==> src/rtl/ahb_tb_pkg.sv <==
// ahb_tb_pkg: shared AHB-Lite encodings and print-master FSM states
//   HTRANS/HRESP/HSIZE/HBURST/HPROT codes, default print window address, state_t
package ahb_tb_pkg;
    localparam logic [1:0]  HTRANS_IDLE        = 2'b00;
    localparam logic [1:0]  HTRANS_NONSEQ      = 2'b10;
    localparam logic [1:0]  HRESP_OKAY         = 2'b00;
    localparam logic [1:0]  HRESP_ERROR        = 2'b01;
    localparam logic [2:0]  HSIZE_WORD         = 3'b010;
    localparam logic [2:0]  HBURST_SINGLE      = 3'b000;
    localparam logic [3:0]  HPROT_DEFAULT      = 4'b0011;
    localparam logic [31:0] PRINT_ADDR_DEFAULT = 32'h2001_FFF0;
    typedef enum logic [1:0] {S_IDLE, S_ADDR, S_DATA} state_t;
endpackage

==> src/rtl/print_char_fifo.sv <==
// print_char_fifo: synchronous DEPTH x 8 character FIFO
//   sysclk/sysrst : clock, sync active-high reset (empties FIFO)
//   push/wdata    : write request (ignored when full)
//   pop/rdata     : read request (ignored when empty), rdata shows head entry
//   full/empty    : status derived from the occupancy count register
module print_char_fifo #(
    parameter int DEPTH = 8,
    parameter int AW    = 3
) (
    input  logic       sysclk,
    input  logic       sysrst,
    input  logic       push,
    input  logic [7:0] wdata,
    input  logic       pop,
    output logic [7:0] rdata,
    output logic       full,
    output logic       empty
);
    logic [7:0]    mem [DEPTH];
    logic [AW-1:0] wr_ptr, rd_ptr;
    logic [AW:0]   count;
    logic          do_push, do_pop;

    assign do_push = push && !full;
    assign do_pop  = pop && !empty;
    assign full    = count == (AW+1)'(DEPTH);
    assign empty   = count == '0;
    assign rdata   = mem[rd_ptr];

    always_ff @(posedge sysclk) begin
        if (sysrst) begin
            wr_ptr <= '0;
            rd_ptr <= '0;
            count  <= '0;
        end else begin
            if (do_push) wr_ptr <= wr_ptr + 1'b1;
            if (do_pop) rd_ptr <= rd_ptr + 1'b1;
            count <= count + (AW+1)'(do_push) - (AW+1)'(do_pop);
        end
    end

    always_ff @(posedge sysclk) begin
        if (do_push) mem[wr_ptr] <= wdata;
    end
endmodule

==> src/rtl/ahb_print_master.sv <==
// ahb_print_master: AHB-Lite single-transfer initiator for the print/counter window
//   sysclk/sysrst           : clock, sync active-high reset
//   char_valid/data/ready   : character input into the FIFO (ready = !full)
//   cnt_req                 : pulse requesting a counter read
//   cnt_done/value/err      : counter read completion, last good value, error flag
//   err_pulse               : pulse on any ERROR-terminated transfer
//   htrans..hwdata          : AHB-Lite master outputs (IDLE/NONSEQ single word transfers)
//   hready/hresp/hrdata     : AHB-Lite slave responses
module ahb_print_master
    import ahb_tb_pkg::*;
#(
    parameter logic [31:0] PRINT_ADDR = PRINT_ADDR_DEFAULT,
    parameter int          FIFO_DEPTH = 8,
    parameter int          FIFO_AW    = 3
) (
    input  logic        sysclk,
    input  logic        sysrst,
    input  logic        char_valid,
    input  logic [7:0]  char_data,
    output logic        char_ready,
    input  logic        cnt_req,
    output logic        cnt_done,
    output logic [31:0] cnt_value,
    output logic        cnt_err,
    output logic        err_pulse,
    output logic [1:0]  htrans,
    output logic [31:0] haddr,
    output logic        hwrite,
    output logic [2:0]  hsize,
    output logic [2:0]  hburst,
    output logic [3:0]  hprot,
    output logic [31:0] hwdata,
    input  logic        hready,
    input  logic [1:0]  hresp,
    input  logic [31:0] hrdata
);
    state_t     state, state_nxt;
    logic       op_wr, rd_pend, rd_busy;
    logic       fifo_empty, fifo_full, start, pop, done, err;
    logic [7:0] fifo_rdata, wchar;

    assign hsize      = HSIZE_WORD;
    assign hburst     = HBURST_SINGLE;
    assign hprot      = HPROT_DEFAULT;
    assign char_ready = !fifo_full;
    assign start      = state == S_IDLE && (rd_pend || !fifo_empty);
    assign pop        = state == S_ADDR && hready && op_wr;
    assign done       = state == S_DATA && hready;
    assign err        = hresp == HRESP_ERROR;
    // A read already on the bus absorbs any further requests
    assign rd_busy    = state != S_IDLE && !op_wr;

    print_char_fifo #(.DEPTH(FIFO_DEPTH), .AW(FIFO_AW)) u_fifo (
        .sysclk (sysclk),
        .sysrst (sysrst),
        .push   (char_valid),
        .wdata  (char_data),
        .pop    (pop),
        .rdata  (fifo_rdata),
        .full   (fifo_full),
        .empty  (fifo_empty)
    );

    always_comb begin
        state_nxt = state;
        htrans    = HTRANS_IDLE;
        haddr     = '0;
        hwrite    = 1'b0;
        hwdata    = '0;
        case (state)
            S_IDLE: if (start) state_nxt = S_ADDR;
            S_ADDR: begin
                htrans = HTRANS_NONSEQ;
                haddr  = PRINT_ADDR;
                hwrite = op_wr;
                if (hready) state_nxt = S_DATA;
            end
            S_DATA: begin
                hwdata = op_wr ? {24'b0, wchar} : '0;
                if (hready) state_nxt = S_IDLE;
            end
            default: state_nxt = S_IDLE;
        endcase
    end

    always_ff @(posedge sysclk) begin
        if (sysrst) begin
            state     <= S_IDLE;
            op_wr     <= 1'b0;
            rd_pend   <= 1'b0;
            wchar     <= '0;
            cnt_done  <= 1'b0;
            cnt_err   <= 1'b0;
            cnt_value <= '0;
            err_pulse <= 1'b0;
        end else begin
            state <= state_nxt;
            // Pending read wins arbitration over queued characters
            if (start) op_wr <= !rd_pend;
            rd_pend <= (start && rd_pend) ? 1'b0 : (rd_pend || (cnt_req && !rd_busy));
            // The char leaves the FIFO at address accept, so keep it for the data phase
            if (pop) wchar <= fifo_rdata;
            cnt_done  <= done && !op_wr;
            cnt_err   <= done && !op_wr && err;
            err_pulse <= done && err;
            if (done && !op_wr && !err) cnt_value <= hrdata;
        end
    end
endmodule
==> config.mk <==
export PLATFORM = sky130hd
export DESIGN_NAME = ahb_print_master
export DESIGN_NICKNAME = d
export VERILOG_FILES = /design/src/rtl/ahb_tb_pkg.sv /design/src/rtl/print_char_fifo.sv /design/src/rtl/ahb_print_master.sv
export SDC_FILE = /design/constraint.sdc
export NUM_CORES = 1
export LEC_CHECK = 0
export CORE_UTILIZATION = 42
export DETAILED_ROUTE_END_ITERATION = 12
export GPL_ROUTABILITY_DRIVEN = 0
export GPL_TIMING_DRIVEN = 0
export PLACE_DENSITY_LB_ADDON = 0.3
export SYNTH_ARGS = -nofsm -noshare
export SYNTH_HDL_FRONTEND = slang
export SYNTH_SLANG_ARGS = --single-unit
==> constraint.sdc <==
create_clock -name sysclk -period 2.5 [get_ports sysclk]
set_input_delay 0.25 -clock sysclk [delete_from_list [all_inputs] [get_ports sysclk]]
set_output_delay 0.25 -clock sysclk [all_outputs]
set_load 0.01 [all_outputs]
==> summary.txt, run 1 <==
DRC violations left -> 0
total congestion overflow -> 0
full die area -> 0.0129 mm2
clock skew -> 0.00958 ns
DRT iter0 DRCs -> 240
floorplan row count -> 40
clk sinks -> 121
vias in the first global route -> 3666
Worst-Margin Slew -> 0.967 ns
Layout Area Growth over Synthesis -> 40.7%
DRT Wirelength -> 11.3 mm
hpwl dp -> 7.56 mm
top cell type's share of synthesized area -> 36.7%
Fmax achieved -> 408 MHz
die height -> 114 um
first-pass iteration count of the detailed router -> 4
Warnings, synthesis -> 0
power per cell area -> 828 mW/mm2
Reg power frac -> 37.8%
Chip Width -> 114 um
ys async rst share -> 0%
crit-path max FO -> 8
Max Cap Viol -> 0
syn avg cell area -> 11.4 um2
Most used DFF post-synth -> edfxtp_1
CP Class -> register to register
largest net degree at the start of global routing -> 17
Net Sw Frac -> 24.0%
power share of the combinational group -> 20.3%
vias per inst -> 4.56
sequential element share of the synthesized area -> 58.5%
slew margin rel. -> 35.3%
clock latency on the worst-skew pair -> 0.41 ns
Clk Tree Root Cell -> clkbuf_16
Routed WL per cell -> 13.9 um
top cell type by total area after synthesis -> edfxtp_1
DRT antenna net count -> 0
Worst EP required -> 2.53 ns
antenna diode instance count -> 0
DR vias -> 3719
crit start category -> register
crit-path leading delay family -> simple AND/OR/NAND/NOR gates
CP Capture Type -> register
share of layout cells above drive strength 1 -> 19.4%
number of setup violations in the final report -> 0
Clk pwr share -> 41.9%
Setup Buffers After CTS -> 0
dpl cells -> 784
crit path DAT -> 2.48 ns
max-slew violation count -> 0
Post-synth EDFFs -> 64
gr usage total -> 18.3%
I/O pin count -> 160
fin crit period -> 2.45 ns
nets@finish -> 691
class of the worst hold path -> input port to register
TNS Setup -> 0 ns
Max Root-Sink Buffers -> 2
Slowest-stage cell, CP -> nor2_1
Pleak -> 2.81 nW
status -> completed
synth top area cells -> edfxtp_1 (37%), dfxtp_1 (22%), buf_4 (10%)
slowest stage delay, CP -> 0.75 ns
fillers -> 947
initial core utilization -> 43.4%
global-route wire length before repair -> 17.6 mm
Clk pin slew, worst setup/hold paths -> 0.05 ns
CTS buffer count -> 17
initial antenna violation count -> 0
PortBufs -> 106
fin cells -> 816
Hold Fails Final Rpt -> 0
Int Power -> 4.64 mW
period utilization -> 98.1%
Switch Pwr -> 1.46 mW
flops & latches, synth -> 121
r2r setup slk -> 0.05 ns
core area -> 0.0121 mm2
CTS tree -> yes
post-synth cell types -> 37
Post-Syn Area -> 0.00524 mm2
Hold-fix buffers, CTS -> 0
crit-path cells -> inv_2 -> ha_1 -> or3b_2 -> clkbuf_2 -> nand2_1 -> or2_2 -> nor2_1
Buf/Inv on CP -> 2
RSZ-0062 raised after global routing -> yes
VDD IR-drop max -> 0.481 mV
H-tree levels -> 4
instance count of the mapped netlist -> 459
[what timing repair did]
item                                    CTS  global route
endpoints found under the hold margin     0             0
resized for setup                         3             8
endpoints found under the setup margin   26            48
pin swaps                                 0             2
[cell type report]
| cell class | count | area (um2) | share of cell area (%) |
|---|---|---|---|
| Buffer | 90 | 634 | 8.60 |
| Clock buffer | 20 | 457 | 6.19 |
| Clock inverter | 12 | 173 | 2.34 |
| Inverter | 7 | 26.3 | 0.356 |
| Multi-Input combinational cell | 292 | 1750 | 23.7 |
| Sequential cell | 121 | 3060 | 41.5 |
| Tap cell | 168 | 210 | 2.85 |
| Timing Repair Buffer | 106 | 1060 | 14.4 |
[kinds of logic after synthesis]
| kind of cell | share of synthesized area (%) |
|---|---|
| adders and majority gates | 2.29 |
| buffers and inverters | 12.6 |
| DFF | 58.5 |
| AOI/OAI and AO/OA | 8.12 |
| other | 0.143 |
| xor gates and xnor gates | 0.836 |
| muxes | 6.30 |
| and+or+nand+nor | 11.2 |
[sequential cells by signal, summed over array words and instances (netlist names)]
| name | cells |
|---|---|
| cnt_done | 1 |
| op_wr | 1 |
| u_fifo.wr_ptr | 3 |
| u_fifo.mem | 64 |
| cnt_err | 1 |
| err_pulse | 1 |
| rd_pend | 1 |
| cnt_value | 32 |
| u_fifo.count | 4 |
| wchar | 8 |
| u_fifo.rd_ptr | 3 |
| state | 2 |
[metal layers]
layer	GRT usage (%)	up-vias	wire (um)
met1	20.0	1725	4610
met4	7.46	0	123
li1	-	1830	-
met5	0	-	0
met3	6.06	9	834
met2	32.5	155	5760
[final timing paths]
check,cells past startpoint,endpoint,startpoint
worst max-delay path,7,u_fifo.mem[4][6]$_DFFE_PP_,u_fifo.count[2]$_SDFF_PP0_
worst min-delay path,3,cnt_value[28]$_SDFFE_PP0P_,hrdata[28]
worst max register to register,7,u_fifo.mem[4][6]$_DFFE_PP_,u_fifo.count[2]$_SDFF_PP0_
worst min register to register,2,cnt_value[6]$_SDFFE_PP0P_,cnt_value[6]$_SDFFE_PP0P_
[power groups by stage]
stage / combinational [mW] / clock, mW / sequential [mW]
2_1_floorplan: 0.732 / 0 / 2.33
3_3_place_gp: 1.16 / 0 / 2.34
3_5_place_dp: 1.19 / 0 / 2.34
4_1_cts: 1.21 / 2.59 / 2.30
5_1_grt: 1.36 / 2.67 / 2.32
6_report: 1.24 / 2.56 / 2.31
[per-stage QoR]
step / power, mW / setup slack (ns) / util (%) / hold WS (ns) / cell area, um2
finish: 6.11 / 0.0476 / 61.1 / 0.391 / 7370
global route: 6.36 / -0.0387 / 61.1 / 0.392 / 7370
CTS: 6.10 / 0.0124 / 60.9 / 0.373 / 7340
detailed placement: 3.53 / -0.133 / 55.6 / 0.448 / 6700
global placement: 3.50 / -0.196 / 55.6 / 0.443 / 6700
floorplan: 3.06 / 0.110 / - / 0.334 / 5430
[worst reg2reg max path, delay by kind of cell, from the launching register on]
family                     cells  cell delay [ns]
adders and majority gates      1             0.18
DFF                            1             0.32
and+or+nand+nor                4             1.40
buffers and inverters          2             0.19
[layout by cell type (no fill, tap or decap), types with 16 or more instances in the layout]
| cell | Yosys | routed |
|---|---|---|
| clkdlybuf4s50_1 | 0 | 106 |
| buf_4 | 70 | 70 |
| mux2i_1 | 33 | 33 |
| dfxtp_1 | 57 | 57 |
| nor2_1 | 20 | 19 |
| nand2_1 | 69 | 69 |
| a21oi_1 | 37 | 36 |
| conb_1 | 2 | 53 |
| edfxtp_1 | 64 | 64 |
| clkbuf_16 | 0 | 17 |
| a22oi_1 | 16 | 16 |
[synthesized netlist by cell type, drive strengths merged, types with 8 or more instances]
library cell  count
dfxtp            57
nand2            69
ha                8
edfxtp           64
a22oi            16
nor2             20
a32o              8
mux2i            33
and2             10
a21oi            37
buf              83
nor2b             8
No activity file was read; power rests on OpenSTA's default activity.
==> run 2, diff against run 1 <==
Settings changed: ABC_CLOCK_PERIOD_IN_PS from default to 2500.
==> results of run 2 <==
Final layout, timing and power as in run 1 (identical DEF).
==> run 3, diff against run 2 <==
Settings changed: CORE_UTILIZATION 42 to 44, PLACE_DENSITY from default to 0.77, PLACE_DENSITY_LB_ADDON 0.3 to default, RECOVER_POWER from default to 25, SYNTH_HIERARCHICAL from default to 1.
==> run 3 against run 2 <==
Effect of this change: critical path type is now register to output port; sequential share of layout area shrank 2.3 points; sequential cell count grew 3; register-to-register slack gained 0.07 ns; highest routed layer unchanged; via count grew 0.73%; critical path depth shrank 1; setup slack gained 0.051 ns; hold slack lost 0.098 ns; non-clock buffer count shrank 1; cell area grew 8.0%; first-iteration DRC count shrank 53%; combinational power grew 4%; power grew 3.0%.
==> summary.txt, run 3 <==
Reg-to-Reg End -> u_fifo/count[2]$_SDFF_PP0_
slowest stage delay, CP -> 0.52 ns
fin cells -> 817
first-pass iteration count of the detailed router -> 4
DRC violations left -> 0
slew margin rel. -> 37.3%
gr usage total -> 17.8%
post-place setup slack -> -0.450 ns
VDD IR-drop max -> 0.512 mV
hold endpoint -> err_pulse$_SDFF_PP0_
Clk Tree Root Cell -> clkbuf_16
Post-Syn Area -> 0.00577 mm2
Fmax achieved -> 416 MHz
vias per inst -> 4.59
crit-path leading delay family -> buffers and inverters
number of stages on the worst setup path -> 6
top cell type by total area after synthesis -> edfxtp_1
Post-synth EDFFs -> 64
status -> completed
crit-path cells -> inv_1 -> ha_1 -> or3b_2 -> inv_1 -> inv_1 -> clkdlybuf4s50_1
r2r setup slk -> 0.12 ns
DR vias -> 3746
Clk pin slew, worst setup/hold paths -> 0.05 ns
Reg-to-Reg Start -> u_fifo/count[2]$_SDFF_PP0_
Post-synth top cells -> nand2b_1 (70), buf_4 (68), edfxtp_1 (64)
CP Capture Type -> output port
hpwl dp -> 8.49 mm
sequential element share of the synthesized area -> 54.1%
initial antenna violation count -> 0
Worst-Margin Slew -> 0.937 ns
hold path startpoint -> hready
most common cell in the netlist -> nand2b_1
Chip Width -> 117 um
clock latency on the worst-skew pair -> 0.41 ns
Hold Path Stages -> 3
Max Root-Sink Buffers -> 2
PortBufs -> 106
cell mode on critical path -> inv_1
global-route wire length before repair -> 17.7 mm
Buf/Inv on CP -> 4
I/O pin count -> 160
Largest register FFs -> 64
antenna diode instance count -> 0
Slowest-stage cell, CP -> or3b_2
Pleak -> 3.06 nW
H-tree levels -> 4
power per cell area -> 790 mW/mm2
Setup Buffers After CTS -> 0
crit path DAT -> 2.15 ns
crit start category -> register
die height -> 117 um
ys async rst share -> 0%
RSZ-0062 raised after global routing -> yes
period utilization -> 96.1%
Warnings, synthesis -> 6
initial core utilization -> 45.4%
flops & latches, synth -> 124
nets@finish -> 687
top cell type's share of synthesized area -> 33.3%
TNS Setup -> 0 ns
instance count of the mapped netlist -> 455
CP Class -> register to output port
dpl cells -> 785
number of setup violations in the final report -> 0
fin crit period -> 2.40 ns
Placed Area -> 0.00725 mm2
largest net degree at the start of global routing -> 18
CTS buffer count -> 17
Worst EP required -> 2.25 ns
Most used DFF post-synth -> edfxtp_1
largest registers -> u_fifo/mem x64, cnt_value x32, wchar x8
Top reg by flops -> u_fifo/mem
vias in the first global route -> 3532
Final Cell Area -> 0.00796 mm2
clk sinks -> 124
syn avg cell area -> 12.7 um2
share of layout cells above drive strength 1 -> 21.4%
full die area -> 0.0136 mm2
DRT antenna net count -> 0
post-synth cell types -> 41
core area -> 0.0127 mm2
FF-to-FF path depth -> 10
Layout Area Growth over Synthesis -> 38.0%
class of the worst hold path -> input port to register
DRT Wirelength -> 12.0 mm
Max Cap Viol -> 0
max-slew violation count -> 0
DRT iter0 DRCs -> 112
clock skew -> 0.00681 ns
crit-path max FO -> 4
Hold Fails Final Rpt -> 0
final critical-path setup slack -> 0.0983 ns
total congestion overflow -> 0
Routed WL per cell -> 14.6 um
synth top area cells -> edfxtp_1 (33%), dfxtp_1 (21%), buf_4 (8.8%)
Final Power -> 6.29 mW
CTS tree -> yes
most frequent cells in the layout -> clkdlybuf4s50_1 (97), nand2b_1 (70), buf_4 (69)
commonest non-fill, non-tap cell in the layout -> clkdlybuf4s50_1
floorplan row count -> 41
[run 3: cell type report]
type / count / area, um2
Timing Repair Buffer: 107 / 1070
Multi-Input combinational cell: 286 / 2210
Sequential cell: 124 / 3120
Fill cell: 996 / 4760
Buffer: 88 / 659
Tap cell: 172 / 215
Clock buffer: 18 / 429
Clock inverter: 14 / 218
Inverter: 8 / 35.0
[run 3: repair_timing]
action / in CTS / in global routing
hold buffers: 0 / 0
setup endpoints to repair: 50 / 17
pin swaps: 0 / 1
resized for setup: 8 / 9
[run 3: logic make-up after synthesis]
logic type | after synthesis | synth area share (%)
and+or+nand+nor | 138 | 14.1
DFF | 124 | 54.1
buffers and inverters | 96 | 11.9
muxes | 61 | 15.3
AOI/OAI and AO/OA | 24 | 2.34
adders and majority gates | 8 | 1.86
other | 2 | 0.130
xor gates and xnor gates | 2 | 0.304
[run 3: worst max-delay path by stage]
stage                               start                          to  slack, ns
2_1_floorplan       state[1]$_SDFFE_PP0P_  u_fifo/count[2]$_SDFF_PP0_       0.23
3_3_place_gp                       hready  u_fifo/count[2]$_SDFF_PP0_      -0.34
3_5_place_dp                       hready  u_fifo/count[2]$_SDFF_PP0_      -0.45
4_1_cts                op_wr$_SDFFE_PP0P_  u_fifo/count[2]$_SDFF_PP0_       0.01
5_1_grt        u_fifo/count[2]$_SDFF_PP0_                  char_ready     -0.005
6_report       u_fifo/count[2]$_SDFF_PP0_                  char_ready        0.1
[run 3: worst reg2reg max path, delay by kind of cell (launching register included)]
kind	cells	cell delay [ns]
buffers and inverters	2	0.16
DFF	1	0.29
and+or+nand+nor	3	0.74
xor gates and xnor gates	2	0.31
adders and majority gates	3	0.75
[run 3: metrics by stage]
| step | hold slack [ns] | util (%) |
|---|---|---|
| finish | 0.292 | 62.6 |
| global route | 0.298 | 62.6 |
| CTS | 0.402 | 62.3 |
| detailed placement | 0.443 | 57.0 |
| global placement | 0.442 | 56.9 |
| floorplan | 0.349 | - |
[run 3: layer usage]
layer | part of all wire [%] | GRT usage (%) | vias to the layer above
met5 | 0 | 0 | -
met4 | 1.9 | 7.68 | 0
met3 | 4.9 | 4.83 | 20
met2 | 51 | 30.2 | 135
met1 | 42 | 21.3 | 1768
li1 | - | - | 1823
[run 3: power breakdown]
group          switching [mW]  internal (mW)
logic                   0.550          0.736
registers              0.0738           2.27
clock network           0.883           1.77
total                    1.51           4.78
